===== config.mk =====
export PLATFORM = sky130hd
export DESIGN_NAME = addsub_seq
export DESIGN_NICKNAME = d
export VERILOG_FILES = /design/src/rtl/addsub_seq.sv
export SDC_FILE = /design/constraint.sdc
export NUM_CORES = 1
export LEC_CHECK = 0
export ABC_AREA = 1
export BUFFER_PORTS_ARGS = -buffer_cell sky130_fd_sc_hd__buf_2
export CAP_MARGIN = 20
export CORE_ASPECT_RATIO = 0.8
export CORE_MARGIN = 2
export CORE_UTILIZATION = 63
export CTS_BUF_LIST = sky130_fd_sc_hd__clkbuf_8
export DETAILED_ROUTE_END_ITERATION = 7
export GPL_ROUTABILITY_DRIVEN = 0
export GPL_TIMING_DRIVEN = 0
export PLACE_DENSITY = 0.92
export REMOVE_ABC_BUFFERS = 1
export SLEW_MARGIN = 10
export SYNTH_ARGS = -nofsm -noshare
export SYNTH_HDL_FRONTEND = slang
export SYNTH_SLANG_ARGS = --single-unit

===== constraint.sdc =====
create_clock -name clk -period 5.37 [get_ports clk]
set_input_delay 0.537 -clock clk [delete_from_list [all_inputs] [get_ports clk]]
set_output_delay 0.537 -clock clk [all_outputs]
set_load 0.005 [all_outputs]

===== src/rtl/addsub_seq.sv =====
// Multi-cycle add/subtract unit: walks the operands CHUNK bits per clock with a
// registered carry between chunks, and hands results over on a valid/ready handshake.
module addsub_seq #(
  parameter int WIDTH = 64,
  parameter int CHUNK = 16
) (
  input  logic             clk,
  input  logic             rst_n,
  input  logic             in_valid,
  output logic             in_ready,
  input  logic             Op,
  input  logic [WIDTH-1:0] A,
  input  logic [WIDTH-1:0] B,
  output logic             out_valid,
  input  logic             out_ready,
  output logic [WIDTH-1:0] Result,
  output logic             Zero,
  output logic             Negative,
  output logic             Carry,
  output logic             Overflow
);

  localparam int N  = (CHUNK > 0) ? WIDTH / CHUNK : 1;
  localparam int KW = (N > 1) ? $clog2(N) : 1;

  generate
    if (CHUNK < 1 || CHUNK > WIDTH || ((CHUNK < 1) ? 1 : (WIDTH % CHUNK)) != 0) begin : g_bad_params
      $error("addsub_seq: CHUNK must divide WIDTH and satisfy 1 <= CHUNK <= WIDTH");
    end
  endgenerate

  typedef enum logic [1:0] {IDLE, BUSY, DONE} state_t;

  state_t           state_q, state_d;
  logic [WIDTH-1:0] a_q;
  logic [WIDTH-1:0] bx_q;       // B already inverted for subtract
  logic             cy_q;
  logic [KW-1:0]    k_q;
  logic             last_chunk;
  logic [CHUNK:0]   sum;
  logic [WIDTH-1:0] result_d;

  assign last_chunk = (k_q == KW'(N - 1));

  always_comb begin
    sum      = {1'b0, a_q[int'(k_q) * CHUNK +: CHUNK]}
             + {1'b0, bx_q[int'(k_q) * CHUNK +: CHUNK]}
             + {{CHUNK{1'b0}}, cy_q};
    result_d = Result;
    result_d[int'(k_q) * CHUNK +: CHUNK] = sum[CHUNK-1:0];
  end

  // NOTE: sequential state uses non-blocking assignments so every register
  // samples pre-edge values, independent of statement order.
  always_ff @(posedge clk or negedge rst_n) begin
    if (!rst_n) state_q <= IDLE;
    else        state_q <= state_d;
  end

  // NOTE: default assignment first so no path through the case leaves
  // state_d unassigned, which would infer a latch.
  always_comb begin
    state_d = state_q;
    case (state_q)
      IDLE:    if (in_valid)   state_d = BUSY;
      BUSY:    if (last_chunk) state_d = DONE;
      DONE:    if (out_ready)  state_d = IDLE;
      default:                 state_d = IDLE;
    endcase
  end

  always_comb begin
    in_ready  = (state_q == IDLE);
    out_valid = (state_q == DONE);
  end

  always_ff @(posedge clk or negedge rst_n) begin
    if (!rst_n) begin
      a_q      <= '0;
      bx_q     <= '0;
      cy_q     <= 1'b0;
      k_q      <= '0;
      Result   <= '0;
      Zero     <= 1'b0;
      Negative <= 1'b0;
      Carry    <= 1'b0;
      Overflow <= 1'b0;
    end else begin
      if (state_q == IDLE && in_valid) begin
        a_q  <= A;
        bx_q <= Op ? ~B : B;
        cy_q <= Op;
        k_q  <= '0;
      end else if (state_q == BUSY) begin
        Result <= result_d;
        cy_q   <= sum[CHUNK];
        k_q    <= k_q + KW'(1);
        if (last_chunk) begin
          Carry    <= sum[CHUNK];
          Zero     <= (result_d == '0);
          Negative <= result_d[WIDTH-1];
          Overflow <= (a_q[WIDTH-1] == bx_q[WIDTH-1]) && (result_d[WIDTH-1] != a_q[WIDTH-1]);
        end
      end
    end
  end

endmodule


==> results of run 1 <==
-- through the flow --
step	hold slack [ns]	setup TNS [ns]
final	0.1710	0
after global routing	0.1600	0
after CTS	0.1491	0
after detailed placement	0.4601	0
after global placement	0.4561	-322.27
after floorplan	0.2414	-8.441
-- power breakdown --
part | internal (mW) | total [mW] | leakage (nW) | switching (mW)
clock network | 0.647 | 1.24 | 0.368 | 0.589
registers | 2.21 | 2.72 | 2.50 | 0.510
logic | 1.94 | 5.95 | 3.77 | 4.01
total | 4.80 | 9.91 | 6.63 | 5.11
-- flip-flops by register name, indices dropped and copies added, names as in the netlist --
signal,count
Result,64
a_q,64
bx_q,64
k_q,2
state_q,2
Carry,1
Negative,1
Overflow,1
Zero,1
cy_q,1
-- layout by cell type, fill, tap and decap left out, types with 2 or more instances in the layout --
cell / instances
nor2_2: 4
buf_12: 4
a21oi_1: 8
nand4_2: 2
nor2_1: 155
clkbuf_8: 39
o21ai_0: 177
a31oi_1: 34
o211ai_1: 2
ha_1: 21
nand2_1: 486
a21oi_2: 3
buf_2: 200
dfrtp_1: 199
nand2_2: 19
nand4_1: 35
o22ai_1: 33
nand3_1: 44
inv_1: 101
and2_1: 3
nand3_2: 3
clkinv_2: 3
o21ai_1: 3
buf_16: 4
inv_2: 4
xnor2_1: 64
fa_1: 2
-- path summary, 6_finish.rpt --
kind / depth (start not counted) / endpoint / startpoint
worst max-delay path: 22 / Zero / k_q[0]
worst max register to register: 22 / Zero / k_q[0]
worst min-delay path: 2 / state_q[1] / out_ready
worst min register to register: 2 / a_q[30] / a_q[30]
min in group asynchronous: 2 / bx_q[54] / rst_n
max in group asynchronous: 3 / k_q[0] / rst_n
-- layout make-up --
cell class | count | area [µm²]
Multi-Input combinational cell | 1107 | 5408
Sequential cell | 201 | 5035
Fill cell | 1292 | 4431
Timing Repair Buffer | 211 | 1224
Clock buffer | 39 | 536.8
Inverter | 91 | 342.8
Tap cell | 225 | 281.5
Clock inverter | 17 | 66.31
-- logic make-up after synthesis --
family	synth area share, %
flops	45.12
xor+xnor	5.029
fa+ha+maj	2.716
buf+inv	6.432
compound gates	12.85
simple gates	27.85
-- worst reg2reg max path: stages, from the launching register on --
cell	delay [ns]
dfrtp_4	0.75
buf_12	0.34
inv_2	0.27
buf_12	0.26
o21ai_0	0.23
o22ai_1	0.16
fa_1	0.54
fa_1	0.47
nand2_2	0.13
nand2_2	0.08
nand3_2	0.10
nand2_2	0.10
nand2_2	0.09
nand3_1	0.19
nand4_1	0.17
nand2_1	0.07
inv_1	0.07
nand2_1	0.05
nor2_1	0.16
nand2_1	0.07
nor2_1	0.30
nand3_1	0.19
nand2_1	0.10
-- routing by layer --
metal,share of wire (%),GRT usage [%],up-vias
met3,11,6.344,97
met1,42,45.13,4959
met4,3.1,9.606,0
met5,0,0,-
li1,-,-,5119
met2,45,49.72,598
==> reports/results.tsv, run 1 <==
stage	metric	value	unit
power	ir_worst_vdd	0.4910	mV
global_route	grt_max_degree	112	
floorplanning	ios	203	
timing	hold_viol	0	
clocking	cts-root-buf	clkbuf_8	
global_route	globalRouteOverflowTotal	0	
place	pre_cts_ws	0.6865	ns
yosys	synthTopCellsByCount	nand2_1 (487), dfrtp_1 (201), o21ai_0 (177), nor2_1 (155), inv_1 (88)	
clocking	numCtsBuffers	31	
place	dp_cells	1834	
worst_setup_path	crit_type	reg -> reg	
drt	wl_per_cell	15.84	µm
timing	period_share	92.24	%
worst_setup_path	cp.required	5.86	ns
clocking	cts-resized-gates	0	
worst_setup_path	path_cells	buf_12, inv_2, buf_12, o21ai_0, o22ai_1, fa_1, fa_1, nand2_2, nand2_2, nand3_2, nand2_2, nand2_2, nand3_1, nand4_1, nand2_1, inv_1, nand2_1, nor2_1, nand2_1, nor2_1, nand3_1, nand2_1	
layout	final_cells	1891	
outcome	run_status	finished, final reports clean	
global_route	grt_usage	31.63	%
worst_setup_path	end_kind	flip-flop	
floorplanning	core.rowCount	43	
clocking	clockBufferDepth	3	
timing	tightestPinTransition	1.046	ns
clocking	cts_tree	built	
global_route	grt_pass1_wl	48.33	mm
drt	drc	0	
drt	wl	29.96	mm
floorplanning	start_util	64.34	%
yosys	yosysMostFrequentCell	nand2_1	
worst_setup_path	crit_family	simple AND/OR/NAND/NOR gates	
yosys	synth_area_leaders	dfrtp_1 (45%), nand2_1 (16%), o21ai_0 (7.9%)	
timing	grt_setup_unrepaired	no	
worst_setup_path	cp_num_buf_inv	4	
layout	area_delta_synth_final	15.67	%
place	port_buffers	202	
layout	antenna_cells	0	
yosys	seq_area_frac_synth	45.12	%
layout	nNetsFinal	1799	
clocking	clk_pin_slew_worst_paths	0.06	ns
yosys	ys.flop_type	dfrtp_1	
layout	final_area	12890	µm²
drt	first_pass_iters	8	
timing	finalWorstSetupSlack	0.4168	ns
clocking	cts_setup_buffers	0	
clocking	hold_buffers	1	
timing	final_max_slew_viol_count	0	
worst_setup_path	slowest_delay	0.75	ns
yosys	synth_seq_cells	201	
power	p_total	9.910	mW
layout	drive_above_1_share	17.53	%
worst_setup_path	crit_path_start_kind	flip-flop	
yosys	synth_top_area_share	45.12	%
job	maxCapViolCount	0	
yosys	syn_inst	1484	
worst_setup_path	rrSetupSlack	0.42	ns
drt	antenna_left	0	
timing	final.min_clock_period	4.953	ns
global_route	antenna_found_initial	0	
power	total_leakage_power	6.635	nW
worst_setup_path	cp_max_fo	54	
timing	fin_skew	0.009273	ns
floorplanning	die-area	18780	µm²
floorplanning	core_area	17320	µm²
floorplanning	die_h	123.0	µm
yosys	ys_warn_count	0	
floorplanning	fp.dieW	152.7	µm
yosys	synth_area	11150	µm²
clocking	clock_latency	0.56	ns
clocking	clock_sinks	201	
place	dpl_cell_area	12280	µm²
drt	vias	10770	
drt	drtIter0Drc	1272	
worst_setup_path	worstPathArrival	5.44	ns
worst_setup_path	slowest_stage	dfrtp_4	
yosys	synth_area_leader_cell	dfrtp_1	
yosys	synth.distinct_cells	36	
place	detailed_place_hpwl	20.63	mm
yosys	synth_edf_count	0	
global_route	grt_pass1_vias	9901	
timing	setup_viol	0	
power	cellPowerDensity	768.6	nW/µm²
yosys	syn_area_per_cell	7.511	µm²
timing	max_freq	201.9	MHz
clocking	cts_max_level	1	
hold_path	hold_path.class	in -> reg	
yosys	async_reset_ff_share	100.0	%
timing	relSlewSlack	30.10	%
layout	fin_util	74.43	%
drt	via_per_inst	5.697	
Power figures use the tool's default switching activity.
==> inputs of run 2 (changes only) <==
--- a/config.mk
+++ b/config.mk
@@ -14,7 +14,6 @@
 export CTS_BUF_LIST = sky130_fd_sc_hd__clkbuf_8
 export DETAILED_ROUTE_END_ITERATION = 7
 export GPL_ROUTABILITY_DRIVEN = 0
-export GPL_TIMING_DRIVEN = 0
 export PLACE_DENSITY = 0.92
 export REMOVE_ABC_BUFFERS = 1
 export SLEW_MARGIN = 10
==> reports/results.tsv, run 2 (synthesis gave the netlist of run 1 again) <==
stage	metric	value	unit	change
outcome	run_status	finished, final reports clean		unchanged
clocking	hold_buffers	0		was 1
clocking	numCtsBuffers	31		unchanged
layout	largestRegisters	Result x64, a_q x64, bx_q x64		unchanged
global_route	grt_max_degree	104		was 112
power	power_frac_clock	13.3	%	was 12.5%
timing	fin_setup_tns	0	ns	unchanged
global_route	globalRouteOverflowTotal	0		unchanged
layout	fin_util	74.04	%	was 74.43%
drt	drc	0		unchanged
worst_setup_path	rrSetupSlack	1.18	ns	was 0.42 ns
drt	via_per_inst	5.714		was 5.697
place	pre_cts_ws	1.379	ns	was 0.6865 ns
floorplanning	core.rowCount	43		unchanged
worst_setup_path	worstPathArrival	4.71	ns	was 5.44 ns
clocking	clockBufferDepth	3		unchanged
power	switchingPower	5.153	mW	was 5.109 mW
power	cellPowerDensity	777.7	nW/µm²	was 768.6 nW/µm²
timing	hold_viol	0		unchanged
worst_setup_path	cp.required	5.89	ns	was 5.86 ns
timing	max_freq	238.6	MHz	was 201.9 MHz
floorplanning	start_util	64.34	%	unchanged
timing	grt_setup_unrepaired	no		unchanged
layout	final_area	12830	µm²	was 12890 µm²
place	dpl_cell_area	12160	µm²	was 12280 µm²
layout	area_delta_synth_final	15.06	%	was 15.67%
global_route	grt_usage	32.40	%	was 31.63%
drt	wl	30.70	mm	was 29.96 mm
timing	hold_slack	0.03506	ns	was 0.1710 ns
timing	finalWorstSetupSlack	1.178	ns	was 0.4168 ns
layout	layout_commonest_cell	nand2_1		unchanged
clocking	clk_pin_slew_worst_paths	0.07	ns	was 0.06 ns
power	p_comb_share	59.2	%	was 60.1%
floorplanning	core_area	17320	µm²	unchanged
floorplanning	fp.dieW	152.7	µm	unchanged
layout	final_cells	1893		was 1891
worst_setup_path	cp_max_fo	59		was 54
worst_setup_path	crit_type	reg -> reg		unchanged
drt	first_pass_iters	7		was 8
power	p_total	9.975	mW	was 9.910 mW
floorplanning	ios	203		unchanged
global_route	grt_pass1_wl	49.66	mm	was 48.33 mm
worst_setup_path	crit_path_start_kind	flip-flop		unchanged
drt	drtIter0Drc	1308		was 1272
place	port_buffers	202		unchanged
timing	fin_skew	0.01357	ns	was 0.009273 ns
clocking	clock_sinks	201		unchanged
clocking	cts_setup_buffers	0		unchanged
layout	nNetsFinal	1799		unchanged
drt	wl_per_cell	16.22	µm	was 15.84 µm
drt	antenna_left	0		unchanged
timing	tightestPinTransition	1.035	ns	was 1.046 ns
timing	period_share	78.06	%	was 92.24%
timing	final_max_slew_viol_count	0		unchanged
layout	final_cell_mix	nand2_1 (486), dfrtp_1 (200), buf_2 (200)		was nand2_1 (486), buf_2 (200), dfrtp_1 (199)
timing	setup_viol	0		unchanged
global_route	antenna_found_initial	0		unchanged
floorplanning	die_h	123.0	µm	unchanged
clocking	cts-resized-gates	0		unchanged
power	seqPwrFrac	27.4	%	about the same
layout	drive_above_1_share	17.93	%	was 17.53%
clocking	cts_max_level	1		unchanged
place	dp_cells	1834		unchanged
floorplanning	die-area	18780	µm²	unchanged
clocking	cts-root-buf	clkbuf_8		unchanged
place	detailed_place_hpwl	21.24	mm	was 20.63 mm
power	ir_worst_vdd	0.5225	mV	was 0.4910 mV
timing	final.min_clock_period	4.192	ns	was 4.953 ns
hold_path	hold_path.class	in -> async		was in -> reg
clocking	clock_latency	0.58	ns	was 0.56 ns
clocking	cts_tree	built		unchanged
timing	relSlewSlack	30.90	%	was 30.10%
job	maxCapViolCount	0		unchanged
layout	antenna_cells	0		unchanged
power	total_leakage_power	6.602	nW	was 6.635 nW
power	p_sw_share	51.66	%	was 51.56%
drt	vias	10820		was 10770
global_route	grt_pass1_vias	10040		was 9901
worst_setup_path	end_kind	flip-flop		unchanged
power	p_int	4.822	mW	was 4.801 mW
## run 2: changes by cell type in the layout (fill, tap and decap cells not counted), sizes merged
cell / delta
bufinv: +1
inv: -4
clkinv: +4
dlygate4sd3: -1
clkinvlp: +1
clkbuf: +1
## run 2: power groups by stage
stage	Sequential (mW)	Combinational, mW	Clock, mW
global route	2.80	6.54	1.40
global placement	2.71	5.44	0
finish	2.74	5.91	1.33
CTS	2.71	5.71	1.33
floorplan	2.64	4.01	0
detailed placement	2.72	5.68	0
## run 2: path summary, 6_finish.rpt
| path | start | endpoint | cells past startpoint |
|---|---|---|---|
| max in group asynchronous | rst_n | k_q[0] | 2 |
| max reg2reg | k_q[0] | Zero | 20 |
| min in group clk | out_ready | state_q[1] | 2 |
| min | rst_n | bx_q[38] | 1 |
| min reg2reg | a_q[22] | a_q[22] | 2 |
| max | k_q[0] | Zero | 20 |
## run 2: area by class of cell
class,instances,area [µm²]
Sequential cell,201,5034
Fill cell,1304,4498
Timing Repair Buffer,211,1115
Clock buffer,39,536.8
Clock inverter,19,110.1
Tap cell,225,281.5
Inverter,91,341.6
Multi-Input combinational cell,1107,5408
## run 2: critical path, stage by stage (launching register included)
cell and delay [ns]:
dfrtp_4 0.79, inv_2 0.26, o21ai_0 0.21, o22ai_1 0.12, fa_1 0.53, fa_1 0.47
nand2_2 0.13, nand2_2 0.08, nand3_2 0.09, nand2_2 0.09, nand2_1 0.09, nand2_1 0.05
nand2_1 0.05, nand2_1 0.16, nand3_1 0.19, nand4_1 0.12, nor2_1 0.11, nand2_1 0.08
nor2_1 0.27, nand3_1 0.13, nand2_1 0.08
## run 2: metal layers
| metal | track usage [%] | vias to the layer above | wire length (µm) |
|---|---|---|---|
| met5 | 0 | - | 0 |
| met4 | 10.47 | 0 | 912 |
| li1 | - | 5130 | - |
| met3 | 6.660 | 110 | 3728 |
| met2 | 48.51 | 684 | 13210 |
| met1 | 47.96 | 4892 | 12840 |
